[src/rtl/tlb_ctrl.sv]
// tlb_ctrl: CP0-side TLB controller for a small fully associative TLB.
// Executes TLBR / TLBWI / TLBWR / TLBP commands from CP0, maintains the
// Random register, and provides a registered one-cycle address translation.
//
// Command handshake: a command is taken on a rising edge where
// cmd_valid=1 and cmd_ready=1. cmd_ready is high only while the FSM is
// IDLE. All command inputs are sampled on that edge only. A cmd_valid seen
// while busy is dropped, not queued. Every accepted command ends with a
// one-cycle done pulse.
module tlb_ctrl #(
  parameter int ENTRIES = 8,
  parameter int IDX_W   = 3
) (
  input  logic             clk,
  input  logic             rst_n,
  input  logic             cmd_valid,
  input  logic [1:0]       cmd_op,
  output logic             cmd_ready,
  input  logic [IDX_W-1:0] index_in,
  input  logic [31:0]      entryhi_in,
  input  logic [31:0]      entrylo_in,
  output logic             done,
  output logic [19:0]      rd_pfn,
  output logic [2:0]       rd_dvg,
  output logic [31:0]      rd_entryhi,
  output logic             rd_we,
  output logic [31:0]      probe_index,
  output logic             probe_we,
  output logic [IDX_W-1:0] random,
  input  logic [31:0]      lk_vaddr,
  input  logic [7:0]       lk_asid,
  output logic             lk_hit,
  output logic             lk_dirty,
  output logic [31:0]      lk_paddr,
  output logic [1:0]       dbg_state
);

  localparam logic [1:0] OP_TLBR  = 2'b00;
  localparam logic [1:0] OP_TLBWI = 2'b01;
  localparam logic [1:0] OP_TLBWR = 2'b10;
  localparam logic [1:0] OP_TLBP  = 2'b11;

  typedef enum logic [1:0] {
    IDLE  = 2'd0,
    PROBE = 2'd1,
    RESP  = 2'd2
  } state_t;

  state_t state;

  // Entry storage, one element per TLB slot.
  logic [ENTRIES-1:0] ent_valid;
  logic [ENTRIES-1:0] ent_g;
  logic [ENTRIES-1:0] ent_d;
  logic [ENTRIES-1:0] ent_v;
  logic [19:0]        ent_vpn  [ENTRIES];
  logic [7:0]         ent_asid [ENTRIES];
  logic [19:0]        ent_pfn  [ENTRIES];

  // Probe context captured when TLBP is accepted.
  logic [IDX_W-1:0] probe_ptr;
  logic [19:0]      probe_vpn;
  logic [7:0]       probe_asid;
  logic             probe_match;

  // Lookup search result.
  logic             lk_found;
  logic [IDX_W-1:0] lk_sel;

  logic             accept;
  logic             wr_en;
  logic [IDX_W-1:0] wr_idx;

  // Fields of EntryHi/EntryLo that the TLB does not store.
  logic unused_bits;
  assign unused_bits = ^{entryhi_in[11:8], entrylo_in[31:26], entrylo_in[5:3]};

  assign cmd_ready = (state == IDLE);
  assign dbg_state = state;
  assign accept    = cmd_valid && cmd_ready;
  assign wr_en     = accept && ((cmd_op == OP_TLBWI) || (cmd_op == OP_TLBWR));
  assign wr_idx    = (cmd_op == OP_TLBWR) ? random : index_in;

  assign probe_match = ent_valid[probe_ptr] &&
                       (ent_vpn[probe_ptr] == probe_vpn) &&
                       (ent_g[probe_ptr] || (ent_asid[probe_ptr] == probe_asid));

  // Random counts down every cycle and wraps naturally (ENTRIES is a power of 2).
  always_ff @(posedge clk or negedge rst_n) begin
    if (!rst_n) begin
      random <= IDX_W'(ENTRIES - 1);
    end else begin
      random <= random - IDX_W'(1);
    end
  end

  // Entry array: written by TLBWI/TLBWR on the acceptance edge.
  always_ff @(posedge clk or negedge rst_n) begin
    if (!rst_n) begin
      ent_valid <= '0;
      ent_g     <= '0;
      ent_d     <= '0;
      ent_v     <= '0;
      for (int i = 0; i < ENTRIES; i++) begin
        ent_vpn[i]  <= '0;
        ent_asid[i] <= '0;
        ent_pfn[i]  <= '0;
      end
    end else if (wr_en) begin
      ent_valid[wr_idx] <= 1'b1;
      ent_vpn[wr_idx]   <= entryhi_in[31:12];
      ent_asid[wr_idx]  <= entryhi_in[7:0];
      ent_pfn[wr_idx]   <= entrylo_in[25:6];
      ent_d[wr_idx]     <= entrylo_in[2];
      ent_v[wr_idx]     <= entrylo_in[1];
      ent_g[wr_idx]     <= entrylo_in[0];
    end
  end

  // Command FSM with registered response outputs.
  always_ff @(posedge clk or negedge rst_n) begin
    if (!rst_n) begin
      state       <= IDLE;
      probe_ptr   <= '0;
      probe_vpn   <= '0;
      probe_asid  <= '0;
      done        <= 1'b0;
      rd_we       <= 1'b0;
      probe_we    <= 1'b0;
      rd_pfn      <= '0;
      rd_dvg      <= '0;
      rd_entryhi  <= '0;
      probe_index <= '0;
    end else begin
      done     <= 1'b0;
      rd_we    <= 1'b0;
      probe_we <= 1'b0;
      case (state)
        IDLE: begin
          if (cmd_valid) begin
            case (cmd_op)
              OP_TLBR: begin
                rd_pfn     <= ent_pfn[index_in];
                rd_dvg     <= {ent_d[index_in], ent_v[index_in], ent_g[index_in]};
                rd_entryhi <= {ent_vpn[index_in], 4'b0000, ent_asid[index_in]};
                rd_we      <= 1'b1;
                done       <= 1'b1;
                state      <= RESP;
              end
              OP_TLBWI, OP_TLBWR: begin
                done  <= 1'b1;
                state <= RESP;
              end
              default: begin
                probe_ptr  <= '0;
                probe_vpn  <= entryhi_in[31:12];
                probe_asid <= entryhi_in[7:0];
                state      <= PROBE;
              end
            endcase
          end
        end
        PROBE: begin
          if (probe_match) begin
            probe_index <= 32'(probe_ptr);
            probe_we    <= 1'b1;
            done        <= 1'b1;
            state       <= RESP;
          end else if (probe_ptr == IDX_W'(ENTRIES - 1)) begin
            probe_index <= 32'h8000_0000;
            probe_we    <= 1'b1;
            done        <= 1'b1;
            state       <= RESP;
          end else begin
            probe_ptr <= probe_ptr + IDX_W'(1);
          end
        end
        RESP: begin
          state <= IDLE;
        end
        default: begin
          state <= IDLE;
        end
      endcase
    end
  end

  // Lookup search: descending scan so the lowest matching index wins.
  always_comb begin
    lk_found = 1'b0;
    lk_sel   = '0;
    for (int i = ENTRIES - 1; i >= 0; i--) begin
      if (ent_valid[i] && (ent_vpn[i] == lk_vaddr[31:12]) &&
          (ent_g[i] || (ent_asid[i] == lk_asid))) begin
        lk_found = 1'b1;
        lk_sel   = IDX_W'(i);
      end
    end
  end

  // Registered translation result; a matching entry with V=0 is a miss.
  always_ff @(posedge clk or negedge rst_n) begin
    if (!rst_n) begin
      lk_hit   <= 1'b0;
      lk_dirty <= 1'b0;
      lk_paddr <= '0;
    end else if (lk_found && ent_v[lk_sel]) begin
      lk_hit   <= 1'b1;
      lk_dirty <= ent_d[lk_sel];
      lk_paddr <= {ent_pfn[lk_sel], lk_vaddr[11:0]};
    end else begin
      lk_hit   <= 1'b0;
      lk_dirty <= 1'b0;
      lk_paddr <= '0;
    end
  end

endmodule

[config.mk]
export PLATFORM = sky130hd
export DESIGN_NAME = tlb_ctrl
export DESIGN_NICKNAME = d
export VERILOG_FILES = /design/src/rtl/tlb_ctrl.sv
export SDC_FILE = /design/constraint.sdc
export NUM_CORES = 1
export LEC_CHECK = 0
export CAP_MARGIN = 20
export CORE_MARGIN = 2
export CORE_UTILIZATION = 64
export DETAILED_ROUTE_END_ITERATION = 7
export PLACE_DENSITY = 0.87
export SLEW_MARGIN = 20
export SYNTH_ARGS = -nofsm -noshare
export SYNTH_HDL_FRONTEND = slang
export SYNTH_SLANG_ARGS = --single-unit
export TNS_END_PERCENT = 10
[constraint.sdc]
create_clock -name clk -period 5.3 [get_ports clk]
set_input_delay 1.06 -clock clk [delete_from_list [all_inputs] [get_ports clk]]
set_output_delay 1.06 -clock clk [all_outputs]
set_load 0.01 [all_outputs]
* Yosys cells after proc, flatten, opt, wreduce, memory -nomap -nowiden
Index checks and enable logic that the tools add are counted.
Cells by class: $add $sub $neg 2, mux-type cells 85, bitwise logic cells 6, reduce and logical (&&, ||, !) cells 43, order comparisons 10, equality and inequality tests 27
Operators with widths (number):
- $bwmux 160 | 2
- $bmux 20 s3 | 4
- $eq 20x20->1 | 9
- $mux 20 | 9
- $mux 32 | 3
- $eq 8x8->1 | 9
- $bwmux 64 | 1
- $demux 20 s3 | 1
- $bmux 8 s3 | 2
- $mux 8 | 5
- $mux 3 | 13
- $mux 1 | 26
- $bwmux 8 | 3
- $demux 8 s3 | 1
- $logic_and 1x1->1 | 23
- $bmux 1 s3 | 7
- $ge 4x4->1 const B | 4
- $lt 3x4->1 const B | 4
- $not 3->4 | 4
- $logic_or 1x1->1 | 10
- $mux 2 | 4
- $ne 2x2->1 const B | 4
- $or 8x8->8 | 1
- $pmux 3 s2 | 1
- other kinds (18) | 23
Storage, ports and cells: register bits 572, input bits 112, word-level logic and storage cells 216, output and inout bits 130

* Depth between registers and ports, before layout
Gate-level depths: netlist of the first run.
word-level depth 16, mapped depth 14, depth with buffers taken out 9

* Least setup slack after synthesis of the first run
Ideal clock, no wire load.
path kind in2reg, start point in lk_asid[6], end point reg lk_paddr[21], data arrival time 4075 ps, buffers on the path 3, required time 5154 ps, path slack 1080 ps, stages 12, setup time 146 ps, cells stage by stage clkbuf_1 > xor2_1 > nor4_1 > a21oi_1 > or4_1 > a211oi_2 > o21a_1 > buf_4 > mux2_1 > a222oi_1 > buf_2 > a2111oi_1
Between the ends: word-level cells in the longest chain between the ends 16, elaborated cells between the ends (all ways) 48, classes of those cells eq/ne: 8; mux: 22; bitwise: 1; reduce/logical: 17
Ends and longest elaborated chain:
- from (decl) | line 31 | input logic [7:0] lk_asid,
- $eq 8x8->1 | line 194 | (ent_g[i] || (ent_asid[i] == lk_asid))) begin
- $logic_or 1x1->1 | line 194
- $logic_and 1x1->1 | line 193 | if (ent_valid[i] && (ent_vpn[i] == lk_vaddr[31:12]) &&
- $mux 3 (8 in a row) | line 193
- $not 3->4 (not written as such) | line 210 | lk_paddr <= {ent_pfn[lk_sel], lk_vaddr[11:0]};
- $bmux 20 s3 | line 210
- $mux 20 (not written as such) (2 in a row) | line 210
- $mux 32 (*) | line 207 | end else if (lk_found && ent_v[lk_sel]) begin
- to (signal assigned) | line 210
- to (decl) | line 34 | output logic [31:0] lk_paddr,
Mark *: on every way between the ends. The rest lies on a longest branch, timed or not. The select of a mux whose other input is x is not followed. A chain may end at the register's enable or synchronous reset.

* Final worst setup path of the first run
start point in lk_vaddr[26], end point reg lk_paddr[12]
Between the ends: word-level cells in the longest chain between the ends 16, elaborated cells between the ends (all ways) 48, classes of those cells eq/ne: 8; mux: 22; bitwise: 1; reduce/logical: 17
Ends and longest elaborated chain:
- from (decl) | line 30 | input logic [31:0] lk_vaddr,
- $eq 20x20->1 | line 193
- $logic_and 1x1->1 (2 in a row) | line 193
- $mux 3 (8 in a row) | line 193
- $not 3->4 (not written as such) | line 210
- $bmux 20 s3 | line 210
- $mux 20 (not written as such) (2 in a row) | line 210
- $mux 32 (*) | line 207
Marked as above.

==> results.cfg, run 1 <==
[die]
coreArea_sq_um = 45380
die_w_um = 218.4
dieHeight_um = 218.4
rows = 78
die-area_sq_um = 47700
start_util = 0.6483
io_pins = 242

[setup_path]
slowest_stage = clkdlybuf4s50_1
path_cells = clkdlybuf4s50_1 -> xor2_1 -> nor4_1 -> nand4_1 -> nor4_1 -> buf_4 -> nand2b_1 -> buf_4 -> o211ai_1 -> o211ai_1 -> a222oi_1 -> buf_4 -> buf_12 -> a2111oi_0
cp.arrival_ps = 5200
r2r_end = lk_paddr[12]
r2r_start = ent_vpn[37]
critical_path_class = in -> reg
cp.required_ps = 5760
reg2regPathDepth = 13
path_max_fanout = 22
endpoint_kind = flip-flop
crit_path_frequent_cell = buf_4
regToRegSetupSlack_ps = 1280
critPathLaunchType = primary input
cp_slowest_stage_delay_ps = 790

[sta]
fin_crit_ps = 4738
fin_crit_sh = 0.8940
skew_ps = 35.71
worst_pin_slew_ps = 1042
grt_setup_unrepaired = no
drv_slew = 0
final.setup.worst_slack_ps = 561.6
whs_ps = 483.7
setup_tns_ps = 0
fmax_mhz = 211.0
slew-limit-headroom = 0.3028
setup_viol = 0
hold_violations = 0

[logic_synthesis]
ys_ff_latch = 544
syn_area_sq_um = 29420
yosysSeqAreaShare = 0.4628
synth_edf_count = 0
ys.flop_type = dfrtp_1
synth_cell_type_count = 49
synthCells = 2242
synth_area_per_cell_sq_um = 13.12
synth_async_sr_flop_share = 1.000
synth_warnings = 0

[global_routing]
grt_pass1_vias = 21850
track_usage = 0.3626
grt-ovfl-total = 0
antenna_found_initial = 4
grt_pass1_wl_mm = 130.2
grt_max_degree = 111

[clocking]
clock_latency_ps = 650
ctsLongestPathBuffers = 3
clock-sinks = 544
ctsHtreeMaxLevel = 2
cts_resized = 0
cts-root-buf = clkbuf_16
path_clk_slew_ps = 60
numCtsBuffers = 55
cts_hold_buf = 0
cts_setup_buffers = 0
cts_tree = built

[place]
io_buffer_count = 196
gp_congestion = 0.9730
dp_slack_ps = 168.7
dp_hpwl_mm = 53.46

[min_path]
hold_path.class = reg -> reg
min_to = random[0]
hold_depth = 1
min_from = random[0]

[power]
leakage_nw = 14.77
vdd_drop_max_uv = 395.8
powerDensity_nw_per_um2 = 567.6

[layout]
areaGrowthSynthToFinish_pct = 15.65
drive_gt1_frac = 0.3284
utilization = 0.7497
final_nets = 2514

[drt]
drc = 0
ant_nets = 0
viasPerCell = 6.785
vias = 20640
drtIter0Drc = 2371
wl_mm = 84.51
firstDrtPassIters = 6
wl_per_cell_um = 27.78

[run]
cap_violations = 0

[run_status]
status = finished, final reports clean
[cells in the mapped netlist, types with 17 or more instances]
cell | instances | area share
buf_4 | 38 | 0.0097
nand2_1 | 106 | 0.014
mux2_2 | 451 | 0.17
nor4_1 | 55 | 0.012
o21ai_0 | 25 | 0.0043
buf_2 | 26 | 0.0044
xnor2_1 | 61 | 0.018
nand4_1 | 18 | 0.0038
xor2_1 | 192 | 0.057
o211ai_1 | 44 | 0.011
dfrtp_1 | 541 | 0.46
a2111oi_1 | 17 | 0.0058
clkbuf_1 | 100 | 0.013
mux4_2 | 162 | 0.12
a21oi_1 | 61 | 0.010
mux2i_1 | 105 | 0.036
buf_1 | 30 | 0.0038
inv_1 | 31 | 0.0040
nor2_1 | 83 | 0.011
[state kept, by name, summed over array words and instances (netlist names), 2 cells and up]
| signal | flops |
|---|---|
| random | 3 |
| ent_pfn | 160 |
| rd_entryhi | 28 |
| probe_asid | 8 |
| ent_v | 8 |
| lk_paddr | 32 |
| rd_dvg | 3 |
| dbg_state | 2 |
| ent_d | 8 |
| ent_g | 8 |
| ent_asid | 64 |
| probe_index | 4 |
| probe_ptr | 3 |
| rd_pfn | 20 |
| probe_vpn | 20 |
| ent_vpn | 160 |
| ent_valid | 8 |
[cell type report]
type | instances | area, sq um
Antenna cell | 3 | 7.507
Clock buffer | 83 | 1652
Clock inverter | 17 | 276.5
Fill cell | 2730 | 11360
Inverter | 32 | 120.1
Multi-Input combinational cell | 1499 | 14920
Sequential cell | 544 | 13620
Tap cell | 600 | 750.7
Timing Repair Buffer | 264 | 2674
[power by group]
| group | switching, mW | leakage [nW] | total [mW] | internal [mW] |
|---|---|---|---|---|
| Sequential | 1.93 | 6.87 | 7.94 | 6.01 |
| Clock | 1.71 | 0.941 | 4.11 | 2.40 |
| Combinational | 3.19 | 6.96 | 7.27 | 4.08 |
[how the worst max path moves through the flow]
stage	start	end	slack, ps
floorplan	lk_asid[6]	lk_paddr[21]	1080
global placement	lk_vaddr[26]	lk_dirty	260
detailed placement	lk_vaddr[26]	lk_paddr[15]	170
CTS	lk_vaddr[26]	lk_paddr[12]	690
global route	lk_vaddr[26]	lk_paddr[12]	430
finish	lk_vaddr[26]	lk_paddr[12]	560
[worst max-delay path, delay by kind of cell]
family | cells | cell delay, ps
XOR/XNOR | 1 | 170
buffers and inverters | 5 | 1680
AO/OA/AOI/OAI | 4 | 830
AND/OR/NAND/NOR | 4 | 1450
[routing by layer]
layer / track usage / share of wire / wire length, um / vias up
li1: - / - / - / 8452
met1: 0.4637 / 0.37 / 31220 / 10630
met2: 0.5696 / 0.47 / 40010 / 1227
met3: 0.09297 / 0.098 / 8317 / 327
met4: 0.1986 / 0.058 / 4941 / 2
met5: 0 / 0.00014 / 12 / -
[kinds of logic (layout without fill, tap and decap cells)]
family | count (synthesis) | after routing | synth area share
DFF | 544 | 544 | 0.4628
muxes | 720 | 720 | 0.3331
AOI/OAI and AO/OA | 165 | 165 | 0.03683
buffers and inverters | 230 | 396 | 0.03632
adders and majority gates | 6 | 6 | 0.002552
and+or+nand+nor | 323 | 323 | 0.05290
xor gates and xnor gates | 253 | 253 | 0.07532
other | 1 | 35 | 0.0001275
[per-stage QoR]
step,power [mW],instance area (sq um),std cells
after global routing,20.14,34020,3041
after CTS,19.17,34020,3039
final,19.31,34020,3042
after detailed placement,14.95,32090,2939
after global placement,14.50,32090,2939
after floorplan,12.39,29540,2273
[cells in the final DEF (no fill, tap or decap), drive strengths merged, types with 32 or more instances in the layout]
cell type	count
mux2	453
dfrtp	541
mux4	162
xnor2	61
inv	32
o211ai	44
clkdlybuf4s50	192
mux2i	105
a21oi	61
clkbuf	83
nor4	56
nor2	83
nand2	106
conb	32
buf	72
xor2	192
Power figures use the tool's default switching activity.
==> run 2: changes to the inputs <==
==> constraint.sdc (replaced) <==
create_clock -name clk -period 5.3 [get_ports clk]
set_input_delay 1.59 -clock clk [delete_from_list [all_inputs] [get_ports clk]]
set_output_delay 1.59 -clock clk [all_outputs]
set_load 0.01 [all_outputs]
==> run 2 against run 1 <==
Net effect:
- clock power shrank 4%
- sequential power shrank 0.6%
- die area is the same
- final area grew 1.0%
- flip-flop and latch count is the same
- first-iteration DRC count shrank 2.7%
- clock skew shrank 15 ps
- hold slack lost 8.0 ps
- setup slack lost 200 ps
- register-to-register slack gained 120 ps
- largest power group unchanged
==> results.cfg, run 2 (same netlist as run 1, synthesis figures left out) <==
[drt]
wl_per_cell_um = 27.08
ant_nets = 0
drtIter0Drc = 2307
wl_mm = 83.78
viasPerCell = 6.672
firstDrtPassIters = 6
vias = 20640
drc = 0

[global_routing]
grt-ovfl-total = 0
track_usage = 0.3600
grt_pass1_vias = 21690
grt_pass1_wl_mm = 129.1
grt_max_degree = 122
antenna_found_initial = 6

[power]
vdd_drop_max_uv = 424.2
p_int_mw = 12.40
leakage_nw = 15.00
clockPowerShare = 0.206
p_sw_frac = 0.3524
powerDensity_nw_per_um2 = 557.2
power_frac_comb = 0.382
p_seq_frac = 0.412
p_switching_mw = 6.747

[clocking]
ctsHtreeMaxLevel = 2
clock_latency_ps = 630
path_clk_slew_ps = 60
cts-root-buf = clkbuf_16
cts_resized = 0
clock-sinks = 544
ctsLongestPathBuffers = 3
cts_setup_buffers = 0
cts_tree = built
numCtsBuffers = 55
cts_hold_buf = 0

[setup_path]
critPathLaunchType = primary input
path_max_fanout = 10
critical_path_class = in -> reg
endpoint_kind = flip-flop
cp.required_ps = 5780
cp.arrival_ps = 5420

[sta]
setup_viol = 0
fmax_mhz = 202.3
setup_tns_ps = 0
fin_crit_sh = 0.9327
slew-limit-headroom = 0.3207
fin_crit_ps = 4943
hold_violations = 0
worst_pin_slew_ps = 1019
final.setup.worst_slack_ps = 356.7
drv_slew = 0
grt_setup_unrepaired = no
skew_ps = 20.31

[place]
dp_slack_ps = -183.9
dp_hpwl_mm = 53.75
gp_congestion = 0.9788
io_buffer_count = 196

[run]
cap_violations = 0

[layout]
fillCellCount = 2698
areaGrowthSynthToFinish_pct = 16.82
final_cell_mix = dfrtp_1, mux2_2, xor2_1, clkdlybuf4s50_1, mux4_2
largest_registers = ent_pfn: 160 flops, ent_vpn: 160 flops, ent_asid: 64 flops
drive_gt1_frac = 0.3406
final_common_cell = dfrtp_1
final_nets = 2566

[run_status]
status = finished, final reports clean

[die]
io_pins = 242
rows = 78
die_w_um = 218.4
die-area_sq_um = 47700
dieHeight_um = 218.4
coreArea_sq_um = 45380
start_util = 0.6483

[min_path]
hold_path.class = reg -> reg
[run 2: area by class of cell]
class,count,area (sq um),area share
diodes,1,2.502,0.00007281
clock buffers,89,1674,0.04871
well taps,600,750.7,0.02184
repair buffers,316,3127,0.09098
inverters,32,120.1,0.003495
clock inverters,13,151.4,0.004405
multi-input cells,1499,14920,0.4341
flip-flops and latches,544,13620,0.3964
[run 2: worst paths after layout]
kind,from,to,slack (ps),cells past startpoint
max in group asynchronous,rst_n,ent_pfn[22],3130,2
worst max-delay path,lk_vaddr[26],lk_paddr[31],360,15
worst min-delay path,random[0],random[0],480,1
worst max register to register,probe_ptr[0],done,1400,9
min in group asynchronous,rst_n,rd_entryhi[19],1030,1
worst min register to register,random[0],random[0],480,1
[run 2: critical path, cell delays in order]
cell and delay (ps):
clkdlybuf4s50_1 580, buf_4 230, xor2_1 140, nor3_1 400
buf_4 200, nand4_1 120, buf_4 180, or4_1 560
buf_4 170, a222oi_1 410, buf_4 340, buf_12 160
o211ai_1 120, o21ai_0 110, a2111oi_0 90
[run 2: metal layers]
| metal | vias to the layer above | GRT usage | part of all wire |
|---|---|---|---|
| met5 | - | 0 | 0.00073 |
| met2 | 1148 | 0.5686 | 0.48 |
| met4 | 8 | 0.1905 | 0.055 |
| met1 | 10610 | 0.4736 | 0.38 |
| met3 | 309 | 0.07376 | 0.088 |
| li1 | 8565 | - | - |
[run 2: metrics by stage]
stage	cells	utilization	power [mW]	hold WS (ps)	area, sq um
2_1_floorplan	2273	-	12.39	451.4	29540
3_3_place_gp	2991	0.7171	14.56	461.0	32540
3_5_place_dp	2991	0.7171	15.00	466.1	32540
4_1_cts	3093	0.7573	19.05	480.2	34370
6_report	3094	0.7573	19.15	475.7	34370
5_1_grt	3094	0.7573	20.00	500.3	34370
[run 2: power groups by stage]
stage | Sequential [mW] | Clock [mW] | Combinational (mW)
after floorplan | 7.33 | 0 | 5.06
after global placement | 7.65 | 0 | 6.91
after detailed placement | 7.86 | 0 | 7.15
after CTS | 7.83 | 3.98 | 7.24
after global routing | 8.12 | 4.15 | 7.73
final | 7.89 | 3.95 | 7.32
